===== config.mk =====
export PLATFORM = sky130hd
export DESIGN_NAME = xge_pkt_loopback
export DESIGN_NICKNAME = d
export VERILOG_FILES = /design/src/rtl/xge_loopback_pkg.sv /design/src/rtl/xge_sync_fifo.sv /design/src/rtl/xge_pkt_loopback.sv
export SDC_FILE = /design/constraint.sdc
export NUM_CORES = 1
export LEC_CHECK = 0
export ABC_AREA = 1
export ABC_CLOCK_PERIOD_IN_PS = 10800
export CAP_MARGIN = 20
export CORE_ASPECT_RATIO = 1.4
export CORE_UTILIZATION = 30
export DETAILED_ROUTE_END_ITERATION = 6
export PLACE_DENSITY = 0.52
export SLEW_MARGIN = 0
export SYNTH_ARGS = -nofsm -noshare
export SYNTH_HDL_FRONTEND = slang
export SYNTH_SLANG_ARGS = --single-unit

===== constraint.sdc =====
create_clock -name clk_156m25 -period 10.8 [get_ports clk_156m25]
set_input_delay 1.08 -clock clk_156m25 [delete_from_list [all_inputs] [get_ports clk_156m25]]
set_output_delay 1.08 -clock clk_156m25 [all_outputs]
set_load 0.03 [all_outputs]

===== src/rtl/xge_loopback_pkg.sv =====
// Shared types and constants for the 10GE packet loopback bridge.
package xge_loopback_pkg;

    localparam int BYTES_PER_BEAT = 8;

    typedef struct packed {
        logic [63:0] data;
        logic        sop;
        logic        eop;
        logic [2:0]  mod;
        logic        err;
    } beat_t;

    typedef enum logic {IDLE = 1'b0, READ = 1'b1} rd_state_t;

    // A mod of zero on the eop beat means the whole beat is valid.
    function automatic logic [3:0] eop_bytes(input logic [2:0] mod);
        return (mod == 3'd0) ? 4'(BYTES_PER_BEAT) : {1'b0, mod};
    endfunction

endpackage


===== src/rtl/xge_sync_fifo.sv =====
// Single-clock FIFO with first-word-fall-through read data and a free-slot count.
module xge_sync_fifo #(
    parameter type beat_t     = logic [7:0],
    parameter int  FIFO_DEPTH = 16
) (
    input  logic                          clk,
    input  logic                          rst_n,
    input  logic                          push,
    input  beat_t                         push_data,
    input  logic                          pop,
    output beat_t                         pop_data,
    output logic                          empty,
    output logic [$clog2(FIFO_DEPTH):0]   free
);

    localparam int          AW      = $clog2(FIFO_DEPTH);
    localparam logic [AW:0] DEPTH_W = (AW + 1)'(FIFO_DEPTH);

    beat_t         mem [FIFO_DEPTH];
    logic [AW-1:0] wr_ptr;
    logic [AW-1:0] rd_ptr;
    logic [AW:0]   count;
    logic          do_push;
    logic          do_pop;

    assign do_push  = push & (count != DEPTH_W);
    assign do_pop   = pop & (count != '0);
    assign empty    = (count == '0);
    assign free     = DEPTH_W - count;
    assign pop_data = mem[rd_ptr];

    // Pointers are exactly AW bits wide, so they wrap modulo the depth for free.
    always_ff @(posedge clk or negedge rst_n) begin
        if (!rst_n) begin
            wr_ptr <= '0;
            rd_ptr <= '0;
            count  <= '0;
        end else begin
            if (do_push) wr_ptr <= wr_ptr + AW'(1);
            if (do_pop)  rd_ptr <= rd_ptr + AW'(1);
            case ({do_push, do_pop})
                2'b10:   count <= count + (AW + 1)'(1);
                2'b01:   count <= count - (AW + 1)'(1);
                default: count <= count;
            endcase
        end
    end

    always_ff @(posedge clk) begin
        if (do_push) mem[wr_ptr] <= push_data;
    end

endmodule


===== src/rtl/xge_pkt_loopback.sv =====
// Cut-through loopback: reads MAC RX packets, buffers beats, replays them on MAC TX,
// and keeps saturating RX statistics including SOP/EOP framing violations.
module xge_pkt_loopback
    import xge_loopback_pkg::*;
#(
    parameter int FIFO_DEPTH = 16,
    parameter int CNT_W      = 32
) (
    input  logic             clk_156m25,
    input  logic             reset_156m25_n,
    input  logic             enable,
    input  logic             pkt_rx_avail,
    output logic             pkt_rx_ren,
    input  logic [63:0]      pkt_rx_data,
    input  logic             pkt_rx_sop,
    input  logic             pkt_rx_eop,
    input  logic [2:0]       pkt_rx_mod,
    input  logic             pkt_rx_val,
    input  logic             pkt_rx_err,
    output logic [63:0]      pkt_tx_data,
    output logic             pkt_tx_sop,
    output logic             pkt_tx_eop,
    output logic [2:0]       pkt_tx_mod,
    output logic             pkt_tx_val,
    input  logic             pkt_tx_full,
    output logic [CNT_W-1:0] rx_pkt_cnt,
    output logic [CNT_W-1:0] rx_byte_cnt,
    output logic [CNT_W-1:0] rx_err_cnt,
    output logic [CNT_W-1:0] framing_err_cnt
);

    localparam int AW = $clog2(FIFO_DEPTH);

    rd_state_t   state;
    rd_state_t   state_nxt;
    beat_t       rx_beat;
    beat_t       head;
    logic        fifo_empty;
    logic        fifo_pop;
    logic [AW:0] fifo_free;
    logic        rx_last;
    logic        in_pkt;
    logic [1:0]  frm_inc;
    logic [3:0]  byte_inc;
    logic        unused_err;

    function automatic logic [CNT_W-1:0] sat_add(input logic [CNT_W-1:0] a, input logic [3:0] inc);
        logic [CNT_W:0] sum;
        sum = {1'b0, a} + {{(CNT_W - 3){1'b0}}, inc};
        return sum[CNT_W] ? '1 : sum[CNT_W-1:0];
    endfunction

    assign rx_last    = pkt_rx_val & pkt_rx_eop;
    assign rx_beat    = '{data: pkt_rx_data, sop: pkt_rx_sop, eop: pkt_rx_eop,
                          mod: pkt_rx_mod, err: pkt_rx_err};
    assign fifo_pop   = ~fifo_empty & ~pkt_tx_full;
    assign unused_err = head.err;

    always_ff @(posedge clk_156m25 or negedge reset_156m25_n) begin
        if (!reset_156m25_n) state <= IDLE;
        else                 state <= state_nxt;
    end

    // Two free slots are required because a read requested last cycle may still land.
    always_comb begin
        state_nxt  = state;
        pkt_rx_ren = 1'b0;
        case (state)
            IDLE: if (enable & pkt_rx_avail) state_nxt = READ;
            READ: begin
                pkt_rx_ren = (fifo_free >= (AW + 1)'(2)) & ~rx_last;
                if (rx_last) state_nxt = IDLE;
            end
            default: state_nxt = IDLE;
        endcase
    end

    xge_sync_fifo #(
        .beat_t     (beat_t),
        .FIFO_DEPTH (FIFO_DEPTH)
    ) u_fifo (
        .clk       (clk_156m25),
        .rst_n     (reset_156m25_n),
        .push      (pkt_rx_val),
        .push_data (rx_beat),
        .pop       (fifo_pop),
        .pop_data  (head),
        .empty     (fifo_empty),
        .free      (fifo_free)
    );

    always_ff @(posedge clk_156m25 or negedge reset_156m25_n) begin
        if (!reset_156m25_n) begin
            pkt_tx_val  <= 1'b0;
            pkt_tx_data <= '0;
            pkt_tx_sop  <= 1'b0;
            pkt_tx_eop  <= 1'b0;
            pkt_tx_mod  <= '0;
        end else begin
            pkt_tx_val <= fifo_pop;
            if (fifo_pop) begin
                pkt_tx_data <= head.data;
                pkt_tx_sop  <= head.sop;
                pkt_tx_eop  <= head.eop;
                pkt_tx_mod  <= head.mod;
            end
        end
    end

    // sop must match "not inside a packet"; a beat arriving while idle is a separate violation.
    always_comb begin
        frm_inc  = 2'd0;
        byte_inc = 4'd0;
        if (pkt_rx_val) begin
            if (pkt_rx_sop == in_pkt) frm_inc = frm_inc + 2'd1;
            if (state == IDLE)        frm_inc = frm_inc + 2'd1;
            byte_inc = pkt_rx_eop ? eop_bytes(pkt_rx_mod) : 4'(BYTES_PER_BEAT);
        end
    end

    always_ff @(posedge clk_156m25 or negedge reset_156m25_n) begin
        if (!reset_156m25_n) begin
            in_pkt          <= 1'b0;
            rx_pkt_cnt      <= '0;
            rx_byte_cnt     <= '0;
            rx_err_cnt      <= '0;
            framing_err_cnt <= '0;
        end else begin
            if (pkt_rx_val) in_pkt <= ~pkt_rx_eop;
            rx_pkt_cnt      <= sat_add(rx_pkt_cnt, {3'b000, rx_last});
            rx_byte_cnt     <= sat_add(rx_byte_cnt, byte_inc);
            rx_err_cnt      <= sat_add(rx_err_cnt, {3'b000, rx_last & pkt_rx_err});
            framing_err_cnt <= sat_add(framing_err_cnt, {2'b00, frm_inc});
        end
    end

endmodule

# After elaboration in Yosys (flattened, before gate mapping)
# Memory sizes are Yosys's and may differ from the RTL's. A register that Yosys moved wholly into a read port is not among the register bits.
# Cells that the tools add are included.
[op_classes] n_reduce_logical=5 add_sub_neg=10 n_mux=18 bitwise=12 n_eq_ne=4 magnitude_cmp=1
[op_table] operator="two-way mux 32 bit" count=4
[op_table] operator="adder 32 x 1 -> 33 bit" count=2
[op_table] operator="adder 32 x 2 -> 33 bit" count=1
[op_table] operator="adder 32 x 4 -> 33 bit" count=1
[op_table] operator="two-way mux 4 bit" count=3
[op_table] operator="one-hot mux 5 bit (2 select lines)" count=1
[op_table] operator="adder 4 x 1 -> 4 bit, second input constant" count=2
[op_table] operator="bitwise AND 1 bit" count=7
[op_table] operator="two-way mux 1 bit" count=6
[op_table] operator="two-way mux 2 bit" count=3
[op_table] operator="adder 5 x 1 -> 5 bit, second input constant" count=1
[op_table] operator=">= comparator 5 x 2 -> 1 bit, second input constant" count=1
[op_table] operator="logical NOT 5 bit" count=1
[op_table] operator="inequality test 5 bit, second input constant" count=1
[op_table] operator="NOT 1 bit" count=5
[op_table] operator="nonzero test 5 bit" count=1
[op_table] operator="subtractor 5 x 1 -> 5 bit, second input constant" count=1
[op_table] operator="subtractor 5 bit, first input constant" count=1
[op_table] operator="logical NOT 3 bit" count=1
[op_table] operator="adder 2 x 1 -> 2 bit, second input constant" count=1
[op_table] operator="== test 2 x 1 -> 1 bit, second input constant" count=1
[op_table] operator="== test 2 bit, second input constant" count=1
[op_table] operator="one-hot mux 1 bit (2 select lines)" count=1
[op_table] operator="nonzero test 2 bit" count=1
[op_table] operator="2 further kinds" count=2
[word_totals] output_inout_bits=199 regBits=144 in_bits=76 n_memories=1 word_cells=61 ramBits=1120
[mem_list] name="u_fifo.mem" depth=16 word_bits=70 rd=1 rd_ports_with_merged_regs=1 write_ports=1 line="xge_sync_fifo.sv:19" text="beat_t mem [FIFO_DEPTH];"

# Logic depth before layout (Yosys ltp)
# Gate-level depths: netlist of run 1.
[logic_depth] word_depth=8 ltp_mapped=15 mapped_depth_nobuf=15

# Modules after synthesis
# Synthesis of run 1 repeated with hierarchy kept, for this count alone.
[unflattened] cells_unflattened=4800 area_unflattened_um2=55308.0
[modules_own_cells] mod="xge_sync_fifo" area_per_inst_um2=44854.3 cells_each=3531 seq_area_each_um2=33957.6 instances=1
[modules_own_cells] mod="xge_pkt_loopback" area_per_inst_um2=10453.8 cells_each=1269 seq_area_each_um2=5004.8 instances=1

# Worst setup path after synthesis of run 1
# No wires, ideal clock.
[synth_path] kind="input port to flip-flop" startpoint="input pkt_rx_val" endpoint="memory u_fifo.mem[11][10] in the netlist's numbering, enable pin" setup_ns=0.497 t_required_ns=10.303 slack_ns=5.878 t_arrival_ns=4.426 path_stages=4 cell_sequence="inv_1 -> nor2_2 -> nand2_1 -> nor2_1"
[synth_between] elab_chain_cells=3
[synth_lines] element="start: declaration" line="xge_pkt_loopback.sv:18" text="input logic pkt_rx_val,"
[synth_lines] element="bitwise AND 1 bit" line="xge_sync_fifo.sv:26" text="assign do_push = push & (count != DEPTH_W);"
[synth_lines] element="two-way mux 1 bit" line="xge_sync_fifo.sv:50" text="if (do_push) mem[wr_ptr] <= push_data;"
[synth_lines] element="two-way mux 1 bit (implied by the code)" line="xge_sync_fifo.sv:50"
[synth_lines] element="end: declaration" line="xge_sync_fifo.sv:19"
# No other way between the ends.

# Worst setup path in the final report of run 1
[layout_path] startpoint="input pkt_rx_eop" endpoint="output pkt_rx_ren"
[layout_between] elab_chain_cells=4
[layout_lines] element="start: declaration" line="xge_pkt_loopback.sv:16" text="input logic pkt_rx_eop,"
[layout_lines] element="bitwise AND 1 bit" line="xge_pkt_loopback.sv:53" text="assign rx_last = pkt_rx_val & pkt_rx_eop;"
[layout_lines] element="NOT 1 bit" line="xge_pkt_loopback.sv:71" text="pkt_rx_ren = (fifo_free >= (AW + 1)'(2)) & ~rx_last;"
[layout_lines] element="bitwise AND 1 bit" line="xge_pkt_loopback.sv:71"
[layout_lines] element="two-way mux 1 bit" line="xge_pkt_loopback.sv:68" text="case (state)"
[layout_lines] element="end: declaration" line="xge_pkt_loopback.sv:13" text="output logic pkt_rx_ren,"
# No other way between the ends.

==> results.toml, run 1 <==
[synth]
synthAdderAreaFrac_pct = 0.656
synth_top_family_by_area = "simple AND/OR/NAND/NOR gates"
synth_simple_gate_area_share_pct = 23.9
synthCells = 5046
muxShareOfSynthArea_pct = 0
yosysSeqAreaShare_pct = 70.0
syn_avg_cell_area_um2 = 10.9
yosysTopAreaCellShare_pct = 60.3
synth_compound_area_share_pct = 1.56
ys_ff_latch = 1317
synth_top_area_cell = "edfxtp_1"
synth_xor_area_share_pct = 0.526
ys.warnings.count = 0
synthTopCellsByArea = "edfxtp_1 60%, nand2_1 14%, dfrtp_1 9.7%, nand3_1 6.8%, buf_2 1.3%"
synth_area_um2 = 55000
syn_nets = 5149
yosysUniqueCellTypes = 36

[die]
initial_utilization_pct = 30.2
die_h_um = 508
dieArea_um2 = 185000
core-area_um2 = 182000
die_w_um = 364
num_rows = 185
io-pin-count = 275

[clocking]
cts.sinks = 1317
postCtsSetupRepairBufs = 0
htree_num_levels = 4
clock_path_buffers = 3
cts_tree = "done"
holdBufCountCts = 0
cts_root_buffer = "clkbuf_16"
ctsResizeCount = 0
cts.clk_slew.worst_paths_ns = 0.06
insertion_delay_ns = 0.79
cts_buffers = 138

[finish]
nFillCells = 17900
final_cells = 7821
final_area_um2 = 64700
area_delta_synth_final_pct = 17.7
fin_nets = 5375
drive_gt1_share_pct = 6.50

[worst_setup_path]
critPathLaunchType = "primary input"
cp-startpoint = "pkt_rx_eop"
path_class = "primary input to primary output"
critPathMaxFanout = 18
cp-end-kind = "primary output"
required_ns = 9.72
regToRegStartpoint = "u_fifo.rd_ptr[0]$_DFFE_PN0P_"
arrival_ns = 3.51

[routing]
routedWlPerCell_um = 20.3
dr.pass1.iters = 6
final_antenna_net_count = 0
drt_iter0_drc = 3050
drc = 0
dr_total_vias = 37300
via_per_inst = 4.77
routed_wl_um = 159000

[timing]
drv_slew = 0
setup_slack_ns = 6.21
slew_headroom_pct = 24.8
min_period_ns = 4.59
tightest_slew_ns = 1.13
fmax_ghz = 0.218
period_share_pct = 42.5
holdWs_ns = 0.376
rsz0062_at_grt = "false"
finalHoldViolCount = 0
final-setup-viol-count = 0
tns_ns = 0
clock_skew_ns = 0.0415

[worst_hold_path]
hold_path_class = "primary input to async pin"

[global_route]
grt_pass1_vias = 36800
track_usage_pct = 17.0
grt_antenna_before_repair = 20
grt_max_degree = 179
overflow = 0
grt_pass1_wl_um = 236000

[placed_design]
dp_cells = 7559
place_hpwl_um = 86000
dp_slack_ns = 5.77
place_area_um2 = 60000
gp_congestion = 0.846
io_buffers = 274

[power]
cellLeakagePower_nw = 24.3
ir_drop_uv = 239
p_per_area_nw_per_um2 = 255

[status]
status = "complete, no violations"

[flow_run]
maxCapViolations = 0
[layer usage]
| layer | GRT usage, % | up-vias | wire (µm) |
|---|---|---|---|
| met5 | 0 | - | 104 |
| met4 | 5.93 | 16 | 4390 |
| met3 | 2.61 | 266 | 7910 |
| met2 | 28.7 | 991 | 78300 |
| met1 | 22.1 | 18400 | 68100 |
| li1 | - | 17600 | - |
[cell usage after synthesis, drive strengths merged]
cell type and n:
edfxtp 1104, o22ai 1, nand3b 41, o21ai 26
xor2 19, nand4 18, nand3 761, fa 3
or2 19, nand2 2067, nor3b 1, o21a 1
nor3 12, and2 1, clkbuf 48, inv 132
xnor2 14, nor2 205, ha 24, a21oi 141
nor4 1, buf 194, dfrtp 213
[cell usage in the layout (no fill, tap or decap), types with 3 or more instances in the layout]
| cell type | n |
|---|---|
| clkinv_4 | 4 |
| nor2_4 | 22 |
| or2_2 | 18 |
| clkbuf_1 | 24 |
| nand2_2 | 4 |
| inv_6 | 11 |
| dfrtp_4 | 3 |
| buf_16 | 3 |
| bufinv_16 | 14 |
| nand2_1 | 2063 |
| xor2_1 | 19 |
| nor2_2 | 10 |
| nand3_2 | 17 |
| clkbuf_16 | 140 |
| nor3_1 | 12 |
| nand3b_1 | 41 |
| clkdlybuf4s50_1 | 273 |
| nand3_1 | 743 |
| o21ai_0 | 25 |
| inv_1 | 124 |
| buf_4 | 49 |
| clkinvlp_4 | 4 |
| nand4_1 | 18 |
| clkinv_2 | 22 |
| fa_1 | 3 |
| edfxtp_1 | 1104 |
| nor2_1 | 173 |
| ha_1 | 24 |
| clkinv_1 | 20 |
| xnor2_1 | 14 |
| clkbuf_8 | 12 |
| clkinv_8 | 4 |
| a21oi_1 | 140 |
| diode_2 | 4 |
| dfrtp_1 | 210 |
[area by class of cell]
class | instances | area, µm² | area share (%)
Sequential cell | 1317 | 38500 | 59.5
Multi-Input combinational cell | 3355 | 14800 | 22.8
Clock buffer | 176 | 3760 | 5.81
Timing Repair Buffer | 328 | 3230 | 5.00
Tap cell | 2431 | 3040 | 4.70
Clock inverter | 78 | 866 | 1.34
Inverter | 132 | 523 | 0.809
Antenna cell | 4 | 10.0 | 0.0155
[sequential cells by signal, indices dropped and copies added, names as in the netlist]
| name | count |
|---|---|
| state | 1 |
| rx_pkt_cnt | 32 |
| pkt_tx_val | 1 |
| pkt_tx_mod | 3 |
| pkt_tx_data | 64 |
| rx_byte_cnt | 32 |
| in_pkt | 1 |
| rx_err_cnt | 32 |
| u_fifo.rd_ptr | 4 |
| framing_err_cnt | 32 |
| u_fifo.count | 5 |
| u_fifo.wr_ptr | 4 |
| pkt_tx_eop | 1 |
| u_fifo.mem | 1104 |
| pkt_tx_sop | 1 |
[final timing paths]
kind / end / cells past startpoint / slack [ns]
setup / recovery: pkt_rx_ren / 5 / 6.21
hold / removal: framing_err_cnt[29]$_DFF_PN0_ / 1 / 0.38
setup reg to reg: pkt_tx_data[62]$_DFFE_PN0P_ / 9 / 6.29
hold reg to reg: pkt_tx_data[1]$_DFFE_PN0P_ / 2 / 0.48
max in group asynchronous: u_fifo.rd_ptr[3]$_DFFE_PN0P_ / 2 / 8.68
min in group clk_156m25: pkt_tx_data[1]$_DFFE_PN0P_ / 2 / 0.48
[metrics by stage]
stage,utilization (%),power [W]
6_report,35.6,0.0165
5_1_grt,35.6,0.0174
4_1_cts,35.5,0.0167
3_5_place_dp,33.0,0.0118
3_3_place_gp,33.0,0.0117
2_1_floorplan,-,0.00988
[critical path, cell delays in order]
cell and delay, ns:
clkdlybuf4s50_1 0.79, nand2_1 0.43, nand2_1 0.14, nor2_1 0.32
clkdlybuf4s50_1 0.75
[report_power, final]
group          internal [W]  leakage (nW)  switching, W
clock network       0.00282          2.26       0.00206
logic               0.00144          9.30       0.00370
registers           0.00614          12.7      0.000337
total                0.0104          24.3       0.00609
[logic make-up after synthesis]
family | after synthesis
compound gates | 169
simple gates | 3126
flops | 1317
fa+ha+maj | 27
xor+xnor | 33
buf+inv | 374
Power figures use the tool's default switching activity.
==> run 2: changes to the inputs <==
--- a/config.mk
+++ b/config.mk
@@ -6,7 +6,7 @@
 export NUM_CORES = 1
 export LEC_CHECK = 0
 export ABC_AREA = 1
-export ABC_CLOCK_PERIOD_IN_PS = 10800
+export ABC_CLOCK_PERIOD_IN_PS = 4500
 export CAP_MARGIN = 20
 export CORE_ASPECT_RATIO = 1.4
 export CORE_UTILIZATION = 30
==> constraint.sdc (replaced) <==
create_clock -name clk_156m25 -period 4.5 [get_ports clk_156m25]
set_input_delay 0.45 -clock clk_156m25 [delete_from_list [all_inputs] [get_ports clk_156m25]]
set_output_delay 0.45 -clock clk_156m25 [all_outputs]
set_load 0.03 [all_outputs]
==> results.toml, run 2 (same netlist as run 1, synthesis figures left out) <==
[status]
status = "complete, no violations"

[global_route]
grt_pass1_wl_um = 231000
grt_antenna_before_repair = 17
overflow = 0
track_usage_pct = 16.6
grt_max_degree = 153
grt_pass1_vias = 36600

[clocking]
cts.sinks = 1317
cts_buffers = 136
clock_path_buffers = 3
cts_tree = "done"
htree_num_levels = 4
cts_root_buffer = "clkbuf_16"
postCtsSetupRepairBufs = 0
ctsResizeCount = 0
insertion_delay_ns = 0.79
cts.clk_slew.worst_paths_ns = 0.06

[timing]
finalHoldViolCount = 0
period_share_pct = 77.9
tightest_slew_ns = 1.07
slew_headroom_pct = 28.4
drv_slew = 0
tns_ns = 0
min_period_ns = 3.50
rsz0062_at_grt = "false"
final-setup-viol-count = 0
fmax_ghz = 0.285
clock_skew_ns = 0.0333

[placed_design]
io_buffers = 274
gp_congestion = 0.859
place_hpwl_um = 88300

[die]
core-area_um2 = 182000
io-pin-count = 275
die_h_um = 508
initial_utilization_pct = 30.2
die_w_um = 364
dieArea_um2 = 185000
num_rows = 185

[worst_setup_path]
required_ns = 4.05
path_class = "register to primary output"
critPathLaunchType = "register"
cp-end-kind = "primary output"
regToRegStartpoint = "u_fifo.count[0]$_DFFE_PN0P_"
arrival_ns = 3.05
cp-startpoint = "u_fifo.count[0]$_DFFE_PN0P_"
critPathMaxFanout = 4

[routing]
routed_wl_um = 155000
dr.pass1.iters = 5
drc = 0
dr_total_vias = 37300
routedWlPerCell_um = 19.7
via_per_inst = 4.75
final_antenna_net_count = 0
drt_iter0_drc = 2940

[finish]
fin_nets = 5393
drive_gt1_share_pct = 6.39
top_register = "u_fifo.mem"
area_delta_synth_final_pct = 18.3
nFillCells = 17800
biggestRegsByFlops = "u_fifo.mem (1104), pkt_tx_data (64)"
postLayoutCoreUtil_pct = 35.8
layout_common_cells = "2063 x nand2_1, 1104 x edfxtp_1, 743 x nand3_1"
final_common_cell = "nand2_1"
largest_reg_flops = 1104

[flow_run]
maxCapViolations = 0

[power]
ir_drop_uv = 644
p_per_area_nw_per_um2 = 602
power_frac_comb_pct = 32.1
power_frac_clock_pct = 28.4
power.switching_w = 0.0145
cellLeakagePower_nw = 24.4
cell_internal_pwr_w = 0.0246
seq_power_share_pct = 39.5
sw_frac_of_total_pct = 37.1

[worst_hold_path]
hold_path_class = "primary input to async pin"
==> run 2: changes by cell type in the layout (fill, tap and decap cells not counted), sizes merged, moves of 3 or more <==
cell,delta
clkbuf,+17
clkinvlp,-3
buf,+19
clkinv,-8
bufinv,-8
==> run 2: critical path, cell delays in order (launching register included) <==
cell	delay [ns]
dfrtp_1	0.44
inv_1	0.13
ha_1	0.20
nand2_1	0.06
nor2_1	0.13
ha_1	0.25
nand3_1	0.08
nor2_1	0.06
nor2_1	0.19
clkdlybuf4s50_1	0.72
==> run 2: layer usage <==
layer	track usage, %	up-vias	routed length, µm
met5	0	-	83
met3	2.54	255	7300
met1	20.7	18400	64800
met2	28.8	951	77500
li1	-	17600	-
met4	6.12	14	4760
==> run 2: timing repair <==
action	CTS	global route
endpoints found under the hold margin	96	0
hold buffers	1	0
endpoints found under the setup margin	0	0
==> run 2: per-stage QoR <==
step	cell area, µm²	setup slack [ns]	power (W)	instances	hold slack (ns)
after floorplan	55000	-0.324	0.0237	5046	0.154
after global placement	60500	0.777	0.0283	7578	0.466
after detailed placement	60600	0.765	0.0285	7580	0.466
after CTS	65000	0.931	0.0397	7831	0.263
after global routing	65000	0.863	0.0413	7837	0.320
final	65000	0.996	0.0392	7839	0.305
==> run 2: final timing paths <==
kind	endpoint	slack (ns)	cells after the start
min	framing_err_cnt[31]$_DFF_PN0_	0.30	2
max reg2reg	u_fifo.mem[12][11]$_DFFE_PP_	1.02	9
min in group clk_156m25	state$_DFF_PN0_	0.33	3
max in group asynchronous	pkt_tx_data[32]$_DFFE_PN0P_	3.17	3
max	pkt_rx_ren	1.0	9
min reg2reg	pkt_tx_data[1]$_DFFE_PN0P_	0.48	2
==> run 2: final cells by class <==
type / instances / area [µm²] / area share [%]
antenna: 6 / 15.0 / 0.0231
clock buffer: 193 / 3790 / 5.83
clock inverter: 57 / 568 / 0.874
inverter: 132 / 523 / 0.804
multi-input combinational: 3355 / 14800 / 22.7
sequential: 1317 / 38500 / 59.2
tap: 2431 / 3040 / 4.68
timing repair buffer: 348 / 3840 / 5.90
==> run 2: power groups by stage <==
stage / registers, W / clock network [W] / logic, W
after floorplan: 0.0163 / 0 / 0.00737
after global placement: 0.0157 / 0 / 0.0126
after detailed placement: 0.0157 / 0 / 0.0127
after CTS: 0.0155 / 0.0114 / 0.0128
after global routing: 0.0156 / 0.0118 / 0.0139
final: 0.0155 / 0.0111 / 0.0126
